===== src/rtl/mem_arbiter_if.sv =====
// Bundle of requester-side and bus-side signals around mem_arbiter.
// Handshake: a requester holds *_req until its *_done pulse; *_gnt marks the
// cycles its transfer owns the bus; mem_req is held until mem_ack (or timeout).
interface mem_arbiter_if;
  logic        walk_req;
  logic        walk_lock;
  logic [63:0] walk_addr;
  logic        walk_gnt;
  logic        walk_done;

  logic        d_req;
  logic        d_we;
  logic [63:0] d_addr;
  logic [63:0] d_wdata;
  logic [1:0]  d_width;
  logic        d_gnt;
  logic        d_done;

  logic        i_req;
  logic [63:0] i_addr;
  logic        i_gnt;
  logic        i_done;

  logic        mem_req;
  logic        mem_we;
  logic [63:0] mem_addr;
  logic [63:0] mem_wdata;
  logic [1:0]  mem_width;
  logic        mem_ack;
  logic [63:0] mem_rdata;

  logic [63:0] rdata;
  logic        bus_err;

  modport slave (
    input  walk_req, walk_lock, walk_addr,
    input  d_req, d_we, d_addr, d_wdata, d_width,
    input  i_req, i_addr,
    input  mem_ack, mem_rdata,
    output walk_gnt, walk_done, d_gnt, d_done, i_gnt, i_done,
    output mem_req, mem_we, mem_addr, mem_wdata, mem_width,
    output rdata, bus_err
  );

  modport master (
    output walk_req, walk_lock, walk_addr,
    output d_req, d_we, d_addr, d_wdata, d_width,
    output i_req, i_addr,
    output mem_ack, mem_rdata,
    input  walk_gnt, walk_done, d_gnt, d_done, i_gnt, i_done,
    input  mem_req, mem_we, mem_addr, mem_wdata, mem_width,
    input  rdata, bus_err
  );
endinterface


===== src/rtl/mem_arbiter.sv =====
// Three-way arbiter (walker > data/fetch round-robin) for the single 64-bit
// memory port, with walker bus locking and a transfer timeout.
module mem_arbiter #(
  parameter int unsigned TIMEOUT = 255
) (
  input  logic          clk,
  input  logic          reset,
  mem_arbiter_if.slave  bus,
  output logic [1:0]    dbg_state
);

  typedef enum logic [1:0] {
    S_IDLE = 2'd0,
    S_XFER = 2'd1,
    S_DONE = 2'd2,
    S_HOLD = 2'd3
  } state_t;

  typedef enum logic [1:0] {
    OWN_WALK  = 2'd0,
    OWN_DATA  = 2'd1,
    OWN_FETCH = 2'd2
  } owner_t;

  localparam logic [7:0] LAST = 8'(TIMEOUT - 1);

  state_t      state_q, state_n;
  owner_t      owner_q, owner_n;
  logic        rr_q, rr_n;
  logic [7:0]  cnt_q, cnt_n;
  logic        mem_req_q, mem_req_n;
  logic        mem_we_q, mem_we_n;
  logic [63:0] mem_addr_q, mem_addr_n;
  logic [63:0] mem_wdata_q, mem_wdata_n;
  logic [1:0]  mem_width_q, mem_width_n;
  logic [2:0]  gnt_q, gnt_n;
  logic [2:0]  done_q, done_n;
  logic [63:0] rdata_q, rdata_n;
  logic        bus_err_q, bus_err_n;
  logic        grant_w, grant_d, grant_i;

  always_ff @(posedge clk or negedge reset) begin
    if (!reset) begin
      state_q     <= S_IDLE;
      owner_q     <= OWN_WALK;
      rr_q        <= 1'b0;
      cnt_q       <= 8'd0;
      mem_req_q   <= 1'b0;
      mem_we_q    <= 1'b0;
      mem_addr_q  <= 64'd0;
      mem_wdata_q <= 64'd0;
      mem_width_q <= 2'b00;
      gnt_q       <= 3'b000;
      done_q      <= 3'b000;
      rdata_q     <= 64'd0;
      bus_err_q   <= 1'b0;
    end else begin
      state_q     <= state_n;
      owner_q     <= owner_n;
      rr_q        <= rr_n;
      cnt_q       <= cnt_n;
      mem_req_q   <= mem_req_n;
      mem_we_q    <= mem_we_n;
      mem_addr_q  <= mem_addr_n;
      mem_wdata_q <= mem_wdata_n;
      mem_width_q <= mem_width_n;
      gnt_q       <= gnt_n;
      done_q      <= done_n;
      rdata_q     <= rdata_n;
      bus_err_q   <= bus_err_n;
    end
  end

  always_comb begin
    state_n     = state_q;
    owner_n     = owner_q;
    rr_n        = rr_q;
    cnt_n       = cnt_q;
    mem_req_n   = mem_req_q;
    mem_we_n    = mem_we_q;
    mem_addr_n  = mem_addr_q;
    mem_wdata_n = mem_wdata_q;
    mem_width_n = mem_width_q;
    gnt_n       = gnt_q;
    done_n      = 3'b000;
    rdata_n     = rdata_q;
    bus_err_n   = 1'b0;
    grant_w     = 1'b0;
    grant_d     = 1'b0;
    grant_i     = 1'b0;

    case (state_q)
      S_IDLE: begin
        // rr_q == 0 favours data when both data and fetch are waiting
        if (bus.walk_req)                          grant_w = 1'b1;
        else if (bus.d_req && (!bus.i_req || !rr_q)) grant_d = 1'b1;
        else if (bus.i_req)                        grant_i = 1'b1;
      end
      S_HOLD: begin
        if (bus.walk_req)        grant_w = 1'b1;
        else if (!bus.walk_lock) state_n = S_IDLE;
      end
      S_XFER: begin
        if (bus.mem_ack || cnt_q == LAST) begin
          mem_req_n = 1'b0;
          gnt_n     = 3'b000;
          rdata_n   = bus.mem_ack ? bus.mem_rdata : 64'd0;
          bus_err_n = !bus.mem_ack;
          state_n   = S_DONE;
          case (owner_q)
            OWN_WALK:  done_n = 3'b100;
            OWN_DATA:  done_n = 3'b010;
            default:   done_n = 3'b001;
          endcase
        end else begin
          cnt_n = cnt_q + 8'd1;
        end
      end
      default: begin
        state_n = (owner_q == OWN_WALK && bus.walk_lock) ? S_HOLD : S_IDLE;
      end
    endcase

    if (grant_w || grant_d || grant_i) begin
      state_n   = S_XFER;
      mem_req_n = 1'b1;
      cnt_n     = 8'd0;
      if (grant_w) begin
        owner_n     = OWN_WALK;
        mem_addr_n  = bus.walk_addr;
        mem_we_n    = 1'b0;
        mem_wdata_n = 64'd0;
        mem_width_n = 2'b11;
        gnt_n       = 3'b100;
      end else if (grant_d) begin
        owner_n     = OWN_DATA;
        mem_addr_n  = bus.d_addr;
        mem_we_n    = bus.d_we;
        mem_wdata_n = bus.d_wdata;
        mem_width_n = bus.d_width;
        gnt_n       = 3'b010;
        rr_n        = 1'b1;
      end else begin
        owner_n     = OWN_FETCH;
        mem_addr_n  = bus.i_addr;
        mem_we_n    = 1'b0;
        mem_wdata_n = 64'd0;
        mem_width_n = 2'b11;
        gnt_n       = 3'b001;
        rr_n        = 1'b0;
      end
    end
  end

  assign bus.mem_req   = mem_req_q;
  assign bus.mem_we    = mem_we_q;
  assign bus.mem_addr  = mem_addr_q;
  assign bus.mem_wdata = mem_wdata_q;
  assign bus.mem_width = mem_width_q;
  assign bus.walk_gnt  = gnt_q[2];
  assign bus.d_gnt     = gnt_q[1];
  assign bus.i_gnt     = gnt_q[0];
  assign bus.walk_done = done_q[2];
  assign bus.d_done    = done_q[1];
  assign bus.i_done    = done_q[0];
  assign bus.rdata     = rdata_q;
  assign bus.bus_err   = bus_err_q;
  assign dbg_state     = state_q;

endmodule


===== src/flat_wrapper.sv =====
// flat-port wrapper written by rule: the top's interface ports become plain ports
module mem_arbiter_flat 
#(
  parameter int unsigned TIMEOUT = 255
)
  (clk, reset, dbg_state, bus_walk_req, bus_walk_lock, bus_walk_addr, bus_d_req, bus_d_we, bus_d_addr, bus_d_wdata, bus_d_width, bus_i_req, bus_i_addr, bus_mem_ack, bus_mem_rdata, bus_walk_gnt, bus_walk_done, bus_d_gnt, bus_d_done, bus_i_gnt, bus_i_done, bus_mem_req, bus_mem_we, bus_mem_addr, bus_mem_wdata, bus_mem_width, bus_rdata, bus_bus_err);
  mem_arbiter_if bus_i ();
  input  logic clk;
  input  logic reset;
  output logic [1:0] dbg_state;
  input wire logic [$bits(bus_i.walk_req)-1:0] bus_walk_req;
  input wire logic [$bits(bus_i.walk_lock)-1:0] bus_walk_lock;
  input wire logic [$bits(bus_i.walk_addr)-1:0] bus_walk_addr;
  input wire logic [$bits(bus_i.d_req)-1:0] bus_d_req;
  input wire logic [$bits(bus_i.d_we)-1:0] bus_d_we;
  input wire logic [$bits(bus_i.d_addr)-1:0] bus_d_addr;
  input wire logic [$bits(bus_i.d_wdata)-1:0] bus_d_wdata;
  input wire logic [$bits(bus_i.d_width)-1:0] bus_d_width;
  input wire logic [$bits(bus_i.i_req)-1:0] bus_i_req;
  input wire logic [$bits(bus_i.i_addr)-1:0] bus_i_addr;
  input wire logic [$bits(bus_i.mem_ack)-1:0] bus_mem_ack;
  input wire logic [$bits(bus_i.mem_rdata)-1:0] bus_mem_rdata;
  output wire logic [$bits(bus_i.walk_gnt)-1:0] bus_walk_gnt;
  output wire logic [$bits(bus_i.walk_done)-1:0] bus_walk_done;
  output wire logic [$bits(bus_i.d_gnt)-1:0] bus_d_gnt;
  output wire logic [$bits(bus_i.d_done)-1:0] bus_d_done;
  output wire logic [$bits(bus_i.i_gnt)-1:0] bus_i_gnt;
  output wire logic [$bits(bus_i.i_done)-1:0] bus_i_done;
  output wire logic [$bits(bus_i.mem_req)-1:0] bus_mem_req;
  output wire logic [$bits(bus_i.mem_we)-1:0] bus_mem_we;
  output wire logic [$bits(bus_i.mem_addr)-1:0] bus_mem_addr;
  output wire logic [$bits(bus_i.mem_wdata)-1:0] bus_mem_wdata;
  output wire logic [$bits(bus_i.mem_width)-1:0] bus_mem_width;
  output wire logic [$bits(bus_i.rdata)-1:0] bus_rdata;
  output wire logic [$bits(bus_i.bus_err)-1:0] bus_bus_err;
  assign bus_i.walk_req = bus_walk_req;
  assign bus_i.walk_lock = bus_walk_lock;
  assign bus_i.walk_addr = bus_walk_addr;
  assign bus_i.d_req = bus_d_req;
  assign bus_i.d_we = bus_d_we;
  assign bus_i.d_addr = bus_d_addr;
  assign bus_i.d_wdata = bus_d_wdata;
  assign bus_i.d_width = bus_d_width;
  assign bus_i.i_req = bus_i_req;
  assign bus_i.i_addr = bus_i_addr;
  assign bus_i.mem_ack = bus_mem_ack;
  assign bus_i.mem_rdata = bus_mem_rdata;
  assign bus_walk_gnt = bus_i.walk_gnt;
  assign bus_walk_done = bus_i.walk_done;
  assign bus_d_gnt = bus_i.d_gnt;
  assign bus_d_done = bus_i.d_done;
  assign bus_i_gnt = bus_i.i_gnt;
  assign bus_i_done = bus_i.i_done;
  assign bus_mem_req = bus_i.mem_req;
  assign bus_mem_we = bus_i.mem_we;
  assign bus_mem_addr = bus_i.mem_addr;
  assign bus_mem_wdata = bus_i.mem_wdata;
  assign bus_mem_width = bus_i.mem_width;
  assign bus_rdata = bus_i.rdata;
  assign bus_bus_err = bus_i.bus_err;
  mem_arbiter #(.TIMEOUT(TIMEOUT)) u_core (.clk(clk), .reset(reset), .bus(bus_i), .dbg_state(dbg_state));
endmodule

===== config.mk =====
export PLATFORM = sky130hd
export DESIGN_NAME = mem_arbiter_flat
export DESIGN_NICKNAME = d
export VERILOG_FILES = /design/src/rtl/mem_arbiter_if.sv /design/src/rtl/mem_arbiter.sv /design/src/flat_wrapper.sv
export SDC_FILE = /design/constraint.sdc
export NUM_CORES = 1
export LEC_CHECK = 0
export CORE_AREA = 2 2 208 210
export DETAILED_ROUTE_END_ITERATION = 16
export DIE_AREA = 0 0 210 212
export PLACE_DENSITY = 0.56
export SETUP_SLACK_MARGIN = 0.1
export SLEW_MARGIN = 40
export SYNTH_ARGS = -nofsm -noshare
export SYNTH_HDL_FRONTEND = slang
export SYNTH_SLANG_ARGS = --single-unit

===== constraint.sdc =====
create_clock -name clk -period 1.85 [get_ports clk]
set_input_delay 0.2775 -clock clk [delete_from_list [all_inputs] [get_ports clk]]
set_output_delay 0.2775 -clock clk [all_outputs]
set_load 0.1 [all_outputs]

==> metrics.cfg, run 1 <==
[yosys]
synth_fa_ha_area_frac = 0.00712
synth_xor_area_frac = 0.00299
synthSimpleGateAreaFrac = 0.0661
synth_edf_count = 0
netlist_instances = 753
synthMuxAreaShare = 0.00114
syn_area_um2 = 8780
synthesis.nets = 1088
yosys_warnings = 0
synth_ff_type = dfrtp_1
netlist-cell-type-count = 46
synth-seq-cells = 216
synth_top_family_by_area = compound AO/OA/AOI/OAI gates
synth_compound_area_frac = 0.270
async_flop_share = 1.00
syn_area_per_cell_um2 = 11.7
seq_area_frac_synth = 0.615

[critical_path]
crit_fanout = 17
cpPeakStageDelay_ns = 0.42
r2r_slack_ns = -0.01
reg2reg_to = u_core.bus.mem_addr[28]
worst_ep_required_time_ns = 2.31
ff2ff_path_depth = 9
crit_start = u_core.dbg_state[1]
worstSetupPathType = reg2reg
cpMaxStageDelayCell = dfrtp_4
worstPathArrival_ns = 2.32
cp-start-kind = flip-flop
worstReg2RegStart = u_core.dbg_state[1]
worstPathCellList = inv_4 > ha_4 > and3b_2 > buf_4 > a21oi_4 > buf_12 > clkbuf_16 > o21ai_0 > a21oi_1
end_kind = flip-flop

[place]
gp_congestion = 0.789
place_hpwl_um = 26800
portBuffers = 534

[layout]
n_antenna_cell = 0
fill_cells = 4205
final_util = 0.377
drive_gt1_frac = 0.278
seq_area_um2 = 5410
syn_to_final_growth_pct = 82.7
multiInputGateArea_um2 = 3350
final_nets = 1651

[clock_tree]
cts.sinks = 216
ctsHtreeMaxLevel = 1
cts_made_buffers = 26
clock_latency_ns = 0.55
cts_tree = done
cts.root.buffer_cell = clkbuf_16
cts_buffer_depth = 3
path_clk_slew_ns = 0.06

[sta]
maxSlewViolCount = 0
rsz0062_at_grt = yes
setup_viol = 4
hold_viol_final = 0
fin_crit_ns = 1.86
whs_ns = 0.246
max-slew-margin-rel = 0.679
skew_ns = 0.0217
tightest_slew_ns = 0.475
finalCritPeriodShare = 1.01
finalWorstSetupSlack_ns = -0.0101
fmax_ghz = 0.538

[routing]
dr.first_iter.drc_count = 386
num_vias = 8594
drt_pass1_iterations = 5
drc = 0
avgRoutedWirePerCell_um = 19.7
antenna_left = 0
vias_per_cell = 4.57
wirelength_um = 37000

[grt]
grt_pass1_vias = 8847
grt_pass1_wl_um = 53200
grt_max_degree = 65
grt_usage = 0.155
antenna_found_initial = 0
gr-total-overflow = 0

[die]
rows = 76
start_util = 0.207
coreArea_um2 = 42500
dieHeight_um = 212
fp.dieW_um = 210
die_area_um2 = 44500
io_pins = 535

[run]
drv_cap = 0

[run_status]
violations = setup timing
outcome = finished, violations left

[min_path]
hp-class = in2async

-- final cells by class --
| class | count | area share |
|---|---|---|
| clock buffers | 33 | 0.0441 |
| repair buffers | 599 | 0.355 |
| inverters | 4 | 0.00109 |
| clock inverters | 12 | 0.0109 |
| flip-flops and latches | 216 | 0.337 |
| multi-input cells | 469 | 0.209 |
| well taps | 546 | 0.0426 |
-- layer usage --
layer | track usage | up-vias | part of all wire
li1 | - | 3947 | -
met1 | 0.185 | 4199 | 0.39
met2 | 0.263 | 380 | 0.49
met3 | 0.0424 | 66 | 0.078
met4 | 0.0665 | 2 | 0.039
met5 | 0 | - | 0.00014
-- layout by cell type, fill, tap and decap left out, drive strengths merged, types with 3 or more instances in the layout --
cell,count
nand2,25
a221oi,17
a31oi,3
o21ai,54
clkinv,8
a31o,3
ha,5
a22oi,46
a21oi,67
bufinv,4
nand2b,4
clkbuf,37
inv,4
nor2,74
nand3,7
dfrtp,216
clkdlybuf4s50,328
a22o,129
buf,266
-- per-stage QoR --
step / cell area, um2 / instances / setup slack [ns] / setup TNS [ns]
6_report: 16000 / 1879 / -0.0101 / -0.0186
3_3_place_gp: 14900 / 1827 / -0.168 / -13.00
3_5_place_dp: 14900 / 1827 / -0.180 / -14.22
2_1_floorplan: 9080 / 753 / -0.0350 / -3.56
5_1_grt: 16000 / 1879 / -0.0788 / -2.71
4_1_cts: 15800 / 1874 / 0.0194 / 0
-- worst max-delay path, delay by kind of cell (launching register included) --
| kind | cells | cell delay, ns |
|---|---|---|
| AND/OR/NAND/NOR | 1 | 0.24 |
| flip-flops | 1 | 0.42 |
| adder cells (fa/ha/maj) | 1 | 0.16 |
| buffers and inverters | 4 | 0.51 |
| AO/OA/AOI/OAI | 3 | 0.43 |
-- cell families after synthesis --
kind of cell               after synthesis
AOI/OAI and AO/OA                      329
xor gates and xnor gates                 3
adders and majority gates                5
buffers and inverters                   68
DFF                                    216
muxes                                    1
and+or+nand+nor                        131
-- cells in the mapped netlist (2+ instances only) --
cell      count  share of area
nand4b_1      2         0.0020
o22a_1        2         0.0020
a22oi_1      46          0.039
nor2b_1       2         0.0014
nor2_1       74          0.032
o21ai_0      42          0.024
a22o_1      129           0.13
a31oi_1       3         0.0021
and2b_1       2         0.0017
xnor2_1       2         0.0020
or3_1         2         0.0014
o211ai_1      2         0.0017
nand2_1      25          0.011
and2_1        2         0.0014
buf_1         6         0.0026
clkbuf_1     22         0.0094
ha_1          5         0.0071
inv_1         4         0.0017
o21ai_1      11         0.0063
buf_4         8         0.0068
and4_1        2         0.0020
dfrtp_1     216           0.62
a31o_2        3         0.0030
nand3_1       7         0.0040
a221oi_1     17          0.017
o31ai_1       2         0.0017
a21oi_1      66          0.038
nor3_1        2         0.0011
nand2b_1      4         0.0028
buf_2        27          0.015
-- how the worst max path moves through the flow --
stage,depth (start not counted),slack (ns),to
final,9,-0.01,u_core.bus.mem_addr[28]
after CTS,8,0.02,u_core.bus.mem_addr[21]
after detailed placement,7,-0.18,u_core.bus.mem_addr[52]
after global placement,7,-0.17,u_core.bus.mem_addr[21]
after global routing,9,-0.08,u_core.bus.mem_addr[25]
after floorplan,7,-0.03,u_core.bus.mem_wdata[0]
-- state kept, by name, indices dropped and copies added, names as in the netlist, 2 cells and up --
signal / cells
u_core.owner_q: 2
u_core.done_q: 3
u_core.gnt_q: 3
u_core.cnt_q: 8
u_core.bus.rdata: 64
u_core.dbg_state: 2
u_core.bus.mem_wdata: 64
u_core.bus.mem_width: 2
u_core.bus.mem_addr: 64
-- what timing repair did --
item | CTS | global route
gates resized for setup | 3 | 35
hold buffers | 1 | 0
hold endpoints to repair | 37 | 0
buffers inserted | 1 | 1
pin swaps | 1 | 12
endpoints found under the setup margin | 80 | 164
gates cloned | 0 | 4
Power of run 1 is left out: the tool's default activity adds up to more than one toggle a clock period on the data nets, which glitch-free logic cannot reach.
==> run 2: changes to the inputs <==
==> constraint.sdc (replaced) <==
create_clock -name clk -period 1.85 [get_ports clk]
set_input_delay 0.2775 -clock clk [delete_from_list [all_inputs] [get_ports clk]]
set_output_delay 0.2775 -clock clk [all_outputs]
set_load 0.01 [all_outputs]
==> metrics.cfg, run 2 (synthesis gave the netlist of run 1 again) <==
[clock_tree]
cts_tree = done
cts_made_buffers = 27
cts.sinks = 216
path_clk_slew_ns = 0.06
ctsHtreeMaxLevel = 1
cts_buffer_depth = 3
cts.root.buffer_cell = clkbuf_16
clock_latency_ns = 0.54

[layout]
drive_gt1_frac = 0.139
layout_commonest_cell = clkdlybuf4s50_1
most-common-layout-cells = clkdlybuf4s50_1 (371), dfrtp_1 (216), a22o_1 (129), dlygate4sd2_1 (115), nor2_1 (73)
final_nets = 1675
syn_to_final_growth_pct = 93.0

[critical_path]
worstReg2RegStart = u_core.dbg_state[1]
end_kind = flip-flop
worstSetupPathType = reg2reg
cpPeakStageDelay_ns = 0.36
worst_ep_required_time_ns = 2.26
reg2reg_to = u_core.bus.mem_addr[18]
crit_fanout = 28
critPathTopFamily = simple AND/OR/NAND/NOR gates
crit_buf_inv = 2
worstPathArrival_ns = 2.18
cpMaxStageDelayCell = dfrtp_1
worstPathCellList = inv_2 > ha_4 > and3b_2 > and2_4 > buf_12 > a22oi_1 > a21oi_1
ff2ff_path_depth = 7
r2r_slack_ns = 0.07
cp-start-kind = flip-flop

[sta]
tightest_slew_ns = 0.590
fmax_ghz = 0.562
rsz0062_at_grt = yes
skew_ns = 0.0193
setup_viol = 0
fin_crit_ns = 1.78
tns_ns = 0
finalCritPeriodShare = 0.961
maxSlewViolCount = 0
max-slew-margin-rel = 0.605
hold_viol_final = 0

[grt]
grt_usage = 0.168
grt_max_degree = 60
gr-total-overflow = 0
grt_pass1_vias = 9152
antenna_found_initial = 1
grt_pass1_wl_um = 57400

[routing]
avgRoutedWirePerCell_um = 20.7
antenna_left = 0
drt_pass1_iterations = 5
num_vias = 8768
drc = 0
dr.first_iter.drc_count = 475
vias_per_cell = 4.60
wirelength_um = 39400

[place]
gp_congestion = 0.831
place_hpwl_um = 27000
portBuffers = 534

[power]
p_leak_nw = 7.99
power_density_nw_per_um2 = 1580
ir_worst_vdd_v = 0.000683
power_mw = 26.8

[die]
io_pins = 535
coreArea_um2 = 42500
start_util = 0.207
dieHeight_um = 212
die_area_um2 = 44500
fp.dieW_um = 210
rows = 76

[run_status]
outcome = finished, final reports clean

[min_path]
hp-class = in2async

[run]
drv_cap = 0

==> run 2: cell count changes in the layout (fill, tap and decap cells not counted), sizes merged <==
cell	change
clkdlybuf4s50	+43
diode	+1
bufinv	-1
clkinv	-5
buf	-184
dlygate4sd2	+115
bufbuf	+2
dlymetal6s2s	+47
o21a	+2
clkbuf	+7
==> run 2: power by group <==
part | internal [mW] | leakage (nW) | switching, mW | total, mW
Clock | 3.34 | 0.441 | 2.07 | 5.41
Sequential | 6.77 | 2.72 | 1.14 | 7.92
Combinational | 6.94 | 4.83 | 6.52 | 13.5
==> run 2: worst max-delay path by stage <==
| stage | from | endpoint | slack (ns) | cells after the start |
|---|---|---|---|---|
| 2_1_floorplan | u_core.dbg_state[0] | u_core.bus.mem_addr[54] | 0.09 | 8 |
| 3_3_place_gp | bus_walk_req | u_core.bus.mem_addr[29] | -0.21 | 6 |
| 3_5_place_dp | bus_walk_req | u_core.bus.mem_addr[29] | -0.21 | 6 |
| 4_1_cts | u_core.dbg_state[1] | u_core.bus.mem_addr[46] | 0.05 | 8 |
| 5_1_grt | u_core.dbg_state[1] | u_core.bus.mem_addr[50] | -0.04 | 8 |
| 6_report | u_core.dbg_state[1] | u_core.bus.mem_addr[18] | 0.07 | 7 |
==> run 2: timing repair <==
action                                 CTS  global route
setup endpoints to repair              289           159
buffers inserted                         4             3
endpoints found under the hold margin   50             0
gates resized for setup                154            99
pin swaps                                3            35
hold buffers                             1             0
gates cloned                             8             2
==> run 2: metal layers <==
metal,routed length [um],share of wire,GRT usage,vias to the layer above
li1,-,-,-,4010
met1,16100,0.41,0.209,4312
met2,19400,0.49,0.292,387
met3,2740,0.070,0.0359,59
met4,1160,0.030,0.0523,0
met5,0,0,0,-
==> run 2: stage by stage <==
| stage | instance area [um2] | hold WS, ns | utilization | instances | setup slack [ns] |
|---|---|---|---|---|---|
| finish | 17000 | 0.284 | 0.399 | 1906 | 0.0721 |
| floorplan | 8800 | -0.0181 | - | 753 | 0.0878 |
| global placement | 15300 | 0.266 | 0.361 | 1839 | -0.210 |
| CTS | 16500 | 0.241 | 0.388 | 1900 | 0.0486 |
| global route | 17000 | 0.274 | 0.399 | 1906 | -0.0445 |
| detailed placement | 15300 | 0.271 | 0.361 | 1839 | -0.206 |
==> run 2: layout make-up <==
| cell class | count | area, um2 |
|---|---|---|
| diodes | 1 | 2.50 |
| clock buffers | 42 | 792 |
| clock inverters | 6 | 113 |
| fillers | 4077 | 25600 |
| inverters | 4 | 15.0 |
| multi-input cells | 471 | 3440 |
| flip-flops and latches | 216 | 5410 |
| well taps | 546 | 683 |
| repair buffers | 620 | 6500 |
Note: power is estimated with default switching activity, not from simulation.
==> run 3: changes to the inputs <==
==> constraint.sdc (replaced) <==
create_clock -name clk -period 1.9 [get_ports clk]
set_input_delay 0.285 -clock clk [delete_from_list [all_inputs] [get_ports clk]]
set_output_delay 0.285 -clock clk [all_outputs]
set_load 0.01 [all_outputs]
==> metrics.cfg, run 3 (synthesis gave the netlist of run 1 again) <==
[run_status]
outcome = finished, final reports clean

[clock_tree]
cts.root.buffer_cell = clkbuf_16
path_clk_slew_ns = 0.06
cts_made_buffers = 26
cts.sinks = 216
ctsHtreeMaxLevel = 1
cts_buffer_depth = 3
cts_tree = done
clock_latency_ns = 0.55

[sta]
tightest_slew_ns = 0.532
hold_viol_final = 0
whs_ns = 0.285
setup_viol = 0
rsz0062_at_grt = yes
fmax_ghz = 0.554
maxSlewViolCount = 0
max-slew-margin-rel = 0.645
finalCritPeriodShare = 0.950
fin_crit_ns = 1.80
skew_ns = 0.0202

[power]
ir_worst_vdd_v = 0.000692
p_leak_nw = 7.54
power_density_nw_per_um2 = 1550
power_mw = 25.7

[routing]
vias_per_cell = 4.54
dr.first_iter.drc_count = 475
drc = 0
drt_pass1_iterations = 5
avgRoutedWirePerCell_um = 19.6
wirelength_um = 37400
num_vias = 8640
antenna_left = 0

[layout]
design_area_um2 = 16600
n_antenna_cell = 0
drive_gt1_frac = 0.121
most-common-layout-cells = clkdlybuf4s50_1 (460), dfrtp_1 (216), a22o_1 (129), nor2_1 (74), a21oi_1 (61)
final_nets = 1676
fill_cells = 4181
final_util = 0.391
syn_to_final_growth_pct = 89.3
layout_commonest_cell = clkdlybuf4s50_1

[critical_path]
crit_fanout = 10
crit_start = u_core.dbg_state[1]
end_kind = flip-flop
worst_ep_required_time_ns = 2.36
r2r_slack_ns = 0.1
endpoint = u_core.bus.mem_addr[45]
ff2ff_path_depth = 9
worstSetupPathType = reg2reg
cp-start-kind = flip-flop
worstReg2RegStart = u_core.dbg_state[1]
worstPathArrival_ns = 2.26
reg2reg_to = u_core.bus.mem_addr[45]

[place]
place_area_um2 = 15400
portBuffers = 534
place_hpwl_um = 28200
gp_congestion = 0.844

[die]
dieHeight_um = 212
rows = 76
io_pins = 535
fp.dieW_um = 210
start_util = 0.207
coreArea_um2 = 42500
die_area_um2 = 44500

[grt]
grt_max_degree = 66
gr-total-overflow = 0
antenna_found_initial = 2
grt_usage = 0.159
grt_pass1_wl_um = 54500
grt_pass1_vias = 8970

[run]
drv_cap = 0

[min_path]
hp-class = in2reg

## run 3: what timing repair did
item,4_1_cts,5_1_grt
setup buffers,0,5
hold buffers,1,0
endpoints found under the setup margin,85,179
gates resized for setup,43,62
hold endpoints to repair,41,0
pin swaps,0,28
gates cloned,0,4
## run 3: per-stage QoR
step | setup TNS (ns) | setup slack, ns | instances
finish | 0 | 0.0956 | 1903
floorplan | 0 | 0.116 | 753
global placement | -7.04 | -0.131 | 1849
global route | 0 | 0.0517 | 1903
CTS | 0 | 0.0764 | 1894
detailed placement | -12.36 | -0.184 | 1849
## run 3: worst max-delay path, stage by stage, from the launching register on
cell	delay [ns]
dfrtp_1	0.36
inv_2	0.06
ha_4	0.17
and3b_1	0.18
buf_4	0.15
a21oi_4	0.20
buf_12	0.18
clkbuf_16	0.17
o21ai_0	0.09
a21oi_1	0.17
## run 3: worst min path at each step
stage / end / startpoint / slack (ns) / cells after the start
after global routing: u_core.bus.mem_addr[0] / bus_i_addr[0] / 0.27 / 3
after floorplan: u_core.bus.bus_err / reset / -0.01 / 0
after global placement: u_core.bus.rdata[44] / reset / 0.27 / 1
after CTS: u_core.bus.mem_addr[56] / bus_i_addr[56] / 0.24 / 3
final: u_core.bus.mem_addr[56] / bus_i_addr[56] / 0.28 / 3
after detailed placement: u_core.bus.rdata[44] / reset / 0.28 / 1
## run 3: cell type report
| cell class | instances | area, um2 | share of cell area |
|---|---|---|---|
| Timing Repair Buffer | 624 | 6450 | 0.388 |
| Sequential cell | 216 | 5410 | 0.325 |
| Multi-Input combinational cell | 469 | 3180 | 0.191 |
| Clock buffer | 34 | 752 | 0.0452 |
| Tap cell | 546 | 683 | 0.0411 |
| Clock inverter | 10 | 130 | 0.00783 |
| Inverter | 4 | 15.0 | 0.000903 |
## run 3: power by group
group / switching [mW] / total, mW / internal, mW
Combinational: 5.92 / 12.8 / 6.88
Sequential: 1.14 / 7.74 / 6.60
Clock: 1.99 / 5.15 / 3.16
## run 3: metal layers
metal	track usage	up-vias	wire (um)
met5	0	-	13
met4	0.0536	2	1210
met3	0.0499	64	3420
met2	0.261	411	17600
met1	0.199	4155	15100
li1	-	4008	-
